--- src/rtl/div_pkg.sv ---
// Shared types and constants for the iterative restoring divider.
package div_pkg;

  localparam int unsigned DIV_WIDTH = 8;
  localparam int unsigned DIV_CNT_W = $clog2(DIV_WIDTH);

  typedef enum logic [1:0] {
    IDLE,
    CALC,
    DONE
  } div_state_e;

endpackage

--- src/rtl/div_iter_if.sv ---
// Operand and result valid/ready handshakes for div_iter.
interface div_iter_if
  import div_pkg::*;
#(
  parameter int unsigned WIDTH = DIV_WIDTH
) ();

  logic             in_valid;
  logic             in_ready;
  logic [WIDTH-1:0] dividend;
  logic [WIDTH-1:0] divisor;
  logic             out_valid;
  logic             out_ready;
  logic [WIDTH-1:0] quotient;
  logic [WIDTH-1:0] remainder;
  logic             div_by_zero;

  modport master (
    output in_valid, dividend, divisor, out_ready,
    input  in_ready, out_valid, quotient, remainder, div_by_zero
  );

  modport slave (
    input  in_valid, dividend, divisor, out_ready,
    output in_ready, out_valid, quotient, remainder, div_by_zero
  );

endinterface

--- src/rtl/div_step.sv ---
// One combinational restoring-division step: shift in the next dividend bit,
// trial-subtract the divisor, keep the difference when it does not go negative.
module div_step
  import div_pkg::*;
#(
  parameter int unsigned WIDTH = DIV_WIDTH
) (
  input  logic [WIDTH:0]   r,
  input  logic [WIDTH-1:0] q,
  input  logic [WIDTH-1:0] d,
  output logic [WIDTH:0]   r_nx,
  output logic [WIDTH-1:0] q_nx
);

  logic [WIDTH+1:0] r_sh;
  logic [WIDTH+1:0] t;

  // r[WIDTH] is always 0 between steps, so widening by one bit leaves the
  // trial difference and its sign identical to the WIDTH+1-bit form.
  always_comb begin
    r_sh = {r, q[WIDTH-1]};
    t    = r_sh - {2'b00, d};
    if (!t[WIDTH+1]) begin
      r_nx = t[WIDTH:0];
      q_nx = {q[WIDTH-2:0], 1'b1};
    end else begin
      r_nx = r_sh[WIDTH:0];
      q_nx = {q[WIDTH-2:0], 1'b0};
    end
  end

endmodule

--- src/rtl/div_iter.sv ---
// Iterative unsigned restoring divider, one quotient bit per cycle, with
// valid/ready handshakes on operands and results.
module div_iter
  import div_pkg::*;
#(
  parameter int unsigned WIDTH = DIV_WIDTH
) (
  input logic       clk,
  input logic       rst_n,
  div_iter_if.slave bus
);

  localparam int unsigned CNT_W = $clog2(WIDTH);

  div_state_e       state;
  div_state_e       state_nx;
  logic [WIDTH-1:0] q_r;
  logic [WIDTH-1:0] d_r;
  logic [WIDTH:0]   r_r;
  logic [WIDTH-1:0] q_nx;
  logic [WIDTH:0]   r_nx;
  logic [CNT_W-1:0] cnt;
  logic [WIDTH-1:0] quot_r;
  logic [WIDTH-1:0] rem_r;
  logic             dbz_r;
  logic             accept;
  logic             finish;
  logic             release_res;
  logic             zero_div;
  logic             last_step;

  assign zero_div  = (bus.divisor == '0);
  assign last_step = (cnt == '0);

  div_step #(.WIDTH(WIDTH)) u_step (
    .r    (r_r),
    .q    (q_r),
    .d    (d_r),
    .r_nx (r_nx),
    .q_nx (q_nx)
  );

  always_ff @(posedge clk or negedge rst_n) begin
    if (!rst_n) state <= IDLE;
    else        state <= state_nx;
  end

  always_comb begin
    state_nx    = state;
    accept      = 1'b0;
    finish      = 1'b0;
    release_res = 1'b0;
    unique case (state)
      IDLE: begin
        if (bus.in_valid) begin
          accept   = 1'b1;
          state_nx = zero_div ? DONE : CALC;
        end
      end
      CALC: begin
        if (last_step) begin
          finish   = 1'b1;
          state_nx = DONE;
        end
      end
      DONE: begin
        if (bus.out_ready) begin
          release_res = 1'b1;
          state_nx    = IDLE;
        end
      end
      default: state_nx = IDLE;
    endcase
  end

  always_ff @(posedge clk or negedge rst_n) begin
    if (!rst_n) begin
      q_r <= '0;
      d_r <= '0;
      r_r <= '0;
      cnt <= '0;
    end else if (accept) begin
      q_r <= bus.dividend;
      d_r <= bus.divisor;
      r_r <= '0;
      cnt <= CNT_W'(WIDTH - 1);
    end else if (state == CALC) begin
      q_r <= q_nx;
      r_r <= r_nx;
      cnt <= cnt - 1'b1;
    end
  end

  // Result registers are loaded only on entry to DONE, so nothing partial is
  // ever visible on the result port.
  always_ff @(posedge clk or negedge rst_n) begin
    if (!rst_n) begin
      quot_r <= '0;
      rem_r  <= '0;
      dbz_r  <= 1'b0;
    end else if (accept && zero_div) begin
      quot_r <= '1;
      rem_r  <= bus.dividend;
      dbz_r  <= 1'b1;
    end else if (finish) begin
      quot_r <= q_nx;
      rem_r  <= r_nx[WIDTH-1:0];
      dbz_r  <= 1'b0;
    end else if (release_res) begin
      quot_r <= '0;
      rem_r  <= '0;
      dbz_r  <= 1'b0;
    end
  end

  assign bus.in_ready    = (state == IDLE);
  assign bus.out_valid   = (state == DONE);
  assign bus.quotient    = quot_r;
  assign bus.remainder   = rem_r;
  assign bus.div_by_zero = dbz_r;

endmodule
--- src/flat_wrapper.sv ---
// flat-port wrapper written by rule: the top's interface ports become plain ports
module div_iter_flat import div_pkg::*;
#(
  parameter int unsigned WIDTH = DIV_WIDTH
)
  (clk, rst_n, bus_in_valid, bus_dividend, bus_divisor, bus_out_ready, bus_in_ready, bus_out_valid, bus_quotient, bus_remainder, bus_div_by_zero);
  div_iter_if #(.WIDTH(WIDTH)) bus_i ();
  input logic clk;
  input logic rst_n;
  input wire logic [$bits(bus_i.in_valid)-1:0] bus_in_valid;
  input wire logic [$bits(bus_i.dividend)-1:0] bus_dividend;
  input wire logic [$bits(bus_i.divisor)-1:0] bus_divisor;
  input wire logic [$bits(bus_i.out_ready)-1:0] bus_out_ready;
  output wire logic [$bits(bus_i.in_ready)-1:0] bus_in_ready;
  output wire logic [$bits(bus_i.out_valid)-1:0] bus_out_valid;
  output wire logic [$bits(bus_i.quotient)-1:0] bus_quotient;
  output wire logic [$bits(bus_i.remainder)-1:0] bus_remainder;
  output wire logic [$bits(bus_i.div_by_zero)-1:0] bus_div_by_zero;
  assign bus_i.in_valid = bus_in_valid;
  assign bus_i.dividend = bus_dividend;
  assign bus_i.divisor = bus_divisor;
  assign bus_i.out_ready = bus_out_ready;
  assign bus_in_ready = bus_i.in_ready;
  assign bus_out_valid = bus_i.out_valid;
  assign bus_quotient = bus_i.quotient;
  assign bus_remainder = bus_i.remainder;
  assign bus_div_by_zero = bus_i.div_by_zero;
  div_iter #(.WIDTH(WIDTH)) u_core (.clk(clk), .rst_n(rst_n), .bus(bus_i));
endmodule
--- config.mk ---
export PLATFORM = sky130hd
export DESIGN_NAME = div_iter_flat
export DESIGN_NICKNAME = d
export VERILOG_FILES = /design/src/rtl/div_pkg.sv /design/src/rtl/div_iter_if.sv /design/src/rtl/div_step.sv /design/src/rtl/div_iter.sv /design/src/flat_wrapper.sv
export SDC_FILE = /design/constraint.sdc
export NUM_CORES = 1
export LEC_CHECK = 0
export CAP_MARGIN = 30
export CORE_AREA = 3 3 71 73
export DETAILED_ROUTE_END_ITERATION = 16
export DIE_AREA = 0 0 74 76
export HOLD_SLACK_MARGIN = 0.05
export PLACE_DENSITY_LB_ADDON = 0.05
export SYNTH_ARGS = -nofsm -noshare
export SYNTH_HDL_FRONTEND = slang
export SYNTH_SLANG_ARGS = --single-unit
--- constraint.sdc ---
create_clock -name clk -period 4.3 [get_ports clk]
set_input_delay 0.86 -clock clk [delete_from_list [all_inputs] [get_ports clk]]
set_output_delay 0.86 -clock clk [all_outputs]
set_load 0.02 [all_outputs]
==> impl_results.md <==
* Initial DRC count at 224
* Total Nets Final at 342
* Die Y at 76 um
* First-pass GRT wire length at 10500 um
* Status: completed
* Max Clock Skew at 0.00882 ns
* Ports at 39
* Hold WC Path Type: in -> async
* H-tree depth at 2
* Dpl hpwl at 4620 um
* Max_slew headroom at 0.408
* Synth Flop Type: dfrtp_1
* Largest cells by area after synthesis: dfrtp_1, ha_1, nand2_1, nand3_1, o211ai_1
* Placer Congestion at 0.875
* Critical-path maximum fanout at 15
* CP arrival at 2.85 ns
* Clock Sinks at 47
* Syn nets at 307
* Sequential fraction of the synthesis area at 0.455
* Warnings from Yosys at 0
* XOR/XNOR share of the synthesized area at 0.0136
* Final Hold Fails at 0
* Period utilization at 0.618
* Fmax at 376 MHz
* Most frequent cell after synthesis: dfrtp_1
* Vias in the first global route at 2122
* Slowest stage delay, CP at 0.70 ns
* CTS tree: yes
* Min cycle time layout at 2.66 ns
* Die X at 74 um
* Worst path slowest cell: nor3_2
* # rows at 24
* Reg2reg setup slack at 1.64 ns
* Clk slew on worst S/H paths at 0.09 ns
* Post-synth EDFFs at 0
* #FFs+latches synth at 47
* WHS at 0.472 ns
* Total congestion overflow at 0
* Avg Cell Area, Syn at 9.36 um2
* Routed WL at 6370 um
* Commonest cells in the netlist: dfrtp_1, nand2_1, nand3_1
* Post-CTS Resized at 0
* Max Cap Viol at 0
* Worst Tran Pin Value at 0.883 ns
* R2R depth at 7
* Area Overhead vs Synth at 21.2%
* Setup WS post-layout at 1.64 ns
* # fillers at 362
* Compound-cell area share of the yosys netlist at 0.228
* Via Count at 2251
* Clock Tree Buf Depth at 2
* Core area at 4410 um2
* Vias per inst at 6.18
* All-Layer GR Usage at 0.239
* Synth unique cells at 45
* Routed Antenna Nets at 0
* Largest area contributor in the netlist: dfrtp_1
* Multiplexer share of the synthesized area at 0.00436
* Pre-antenna DRT Iters at 4
* Setup_tns at 0 ns
* Max-slew violation count at 0
* Initial Utilization at 0.585
* RSZ-0062 raised after global routing: no
* Clock Latency Late Sink at 0.30 ns
* CP cell instances: ha_1 -> nor2b_1 -> o2111ai_1 -> a31oi_2 -> nor3_2 -> nor3_1 -> o31ai_1
* Peak supply drop at 0.453 mV
* Simple-gate area share of the yosys netlist at 0.199
* CP Data Required Time at 4.50 ns
* CTS buffer count at 5
* IO buf count at 38
* Crit Path Category: reg -> reg
* Sequential cell area at 1180 um2
* DP Worst Slack at 1.45 ns
* Share of the synthesized area in the top cell type at 0.455
* Final setup viols at 0
* Worst R2R Start: u_core.r_r[0]$_DFFE_PN0P_
* CTS root buf: clkbuf_8
* Worst R2R End: u_core.bus.remainder[2]$_DFFE_PN0P_
* WL/cell at 17.5 um
* Post-synth ARST share at 1.00
* Largest net degree at the start of global routing at 33
* Die area at 5620 um2
* Post-CTS setup buffers at 0
* Footprint of the multi-input gates at 1290 um2
* Worst Setup End Kind: flip-flop
* Adder-cell share of the synthesized area at 0.0562
* Inserted Diodes at 0
* Drc violations at 0
* Pwr/cell area at 912 nW/um2
* Initial antenna violation count at 0
* Critical Path Source Type: flip-flop
* Layout cells sized above 1 at 0.0705
* Mapped Area at 2580 um2
* Hold_buf cts at 0
* Largest family of logic cells by synthesized area: compound AO/OA/AOI/OAI gates
* Leak at 1.37 nW
* Post-synthesis cell count at 276
## flip-flops by register name (all words and copies together) (netlist names)
name and count:
u_core.r_r 9, u_core.bus.quotient 8, u_core.bus.remainder 8, u_core.d_r 8, u_core.q_r 8, u_core.cnt 3, u_core.state 2, u_core.bus.div_by_zero 1
## worst max path at each step
stage                              startpoint                             endpoint  depth (start not counted)
floorplan           u_core.q_r[7]$_DFFE_PN0P_  u_core.bus.remainder[6]$_DFFE_PN0P_                         10
global placement               bus_divisor[1]  u_core.bus.remainder[7]$_DFFE_PN0P_                          7
detailed placement             bus_divisor[1]  u_core.bus.remainder[7]$_DFFE_PN0P_                          7
CTS                 u_core.r_r[0]$_DFFE_PN0P_  u_core.bus.remainder[2]$_DFFE_PN0P_                          7
global route        u_core.r_r[0]$_DFFE_PN0P_  u_core.bus.remainder[2]$_DFFE_PN0P_                          7
finish              u_core.r_r[0]$_DFFE_PN0P_  u_core.bus.remainder[2]$_DFFE_PN0P_                          7
## placed cells by master, fill, tap and decap left out, drive strengths merged, types with 3 or more instances in the layout
| cell | Yosys | routed |
|---|---|---|
| ha | 10 | 10 |
| o211ai | 14 | 14 |
| nor4 | 3 | 3 |
| nor2b | 3 | 3 |
| and3 | 12 | 12 |
| clkdlybuf4s50 | 0 | 37 |
| clkbuf | 9 | 6 |
| xor2 | 4 | 4 |
| o31ai | 5 | 5 |
| o21ai | 16 | 16 |
| nor3 | 5 | 5 |
| a21oi | 20 | 20 |
| nand3 | 22 | 22 |
| inv | 12 | 12 |
| buf | 7 | 7 |
| a221o | 8 | 8 |
| dfrtp | 47 | 47 |
| nand2 | 31 | 31 |
| nand4 | 8 | 8 |
| nor2 | 6 | 6 |
| a22oi | 7 | 7 |
| o21a | 4 | 4 |
## metal layers
metal  track usage  part of all wire
met3        0.0528             0.057
met1         0.331              0.46
met2         0.373              0.46
met4        0.0670             0.015
met5             0                 0
## stage by stage
stage	area, um2	utilization	instances	power, mW
2_1_floorplan	2580	-	276	2.04
3_3_place_gp	2990	0.678	355	2.48
3_5_place_dp	3010	0.683	356	2.51
4_1_cts	3130	0.709	364	2.86
5_1_grt	3130	0.709	364	3.10
6_report	3130	0.709	364	2.86
## final cells by class
type                            instances  area share
Clock buffer                            6      0.0264
Sequential cell                        47       0.376
Inverter                               12      0.0144
Clock inverter                          2      0.0112
Timing Repair Buffer                   44       0.138
Tap cell                               52      0.0208
Multi-Input combinational cell        201       0.413
## report_power, final
part	switching (mW)	internal, mW	leakage, nW	total (mW)
Combinational	0.994	0.711	0.730	1.70
Clock	0.147	0.188	0.0612	0.335
Sequential	0.155	0.662	0.578	0.817
## cells by family (layout without fill, tap and decap cells)
family | count (synthesis) | after routing
xor+xnor | 4 | 4
mux | 1 | 1
simple gates | 99 | 99
flops | 47 | 47
fa+ha+maj | 11 | 11
buf+inv | 28 | 64
compound gates | 86 | 86
## critical path, delay by kind of cell, from the launching register on
family / cells / cell delay, ns
and+or+nand+nor: 3 / 1.01
DFF: 1 / 0.46
adders and majority gates: 1 / 0.31
AOI/OAI and AO/OA: 3 / 0.78
Power figures use the tool's default switching activity.
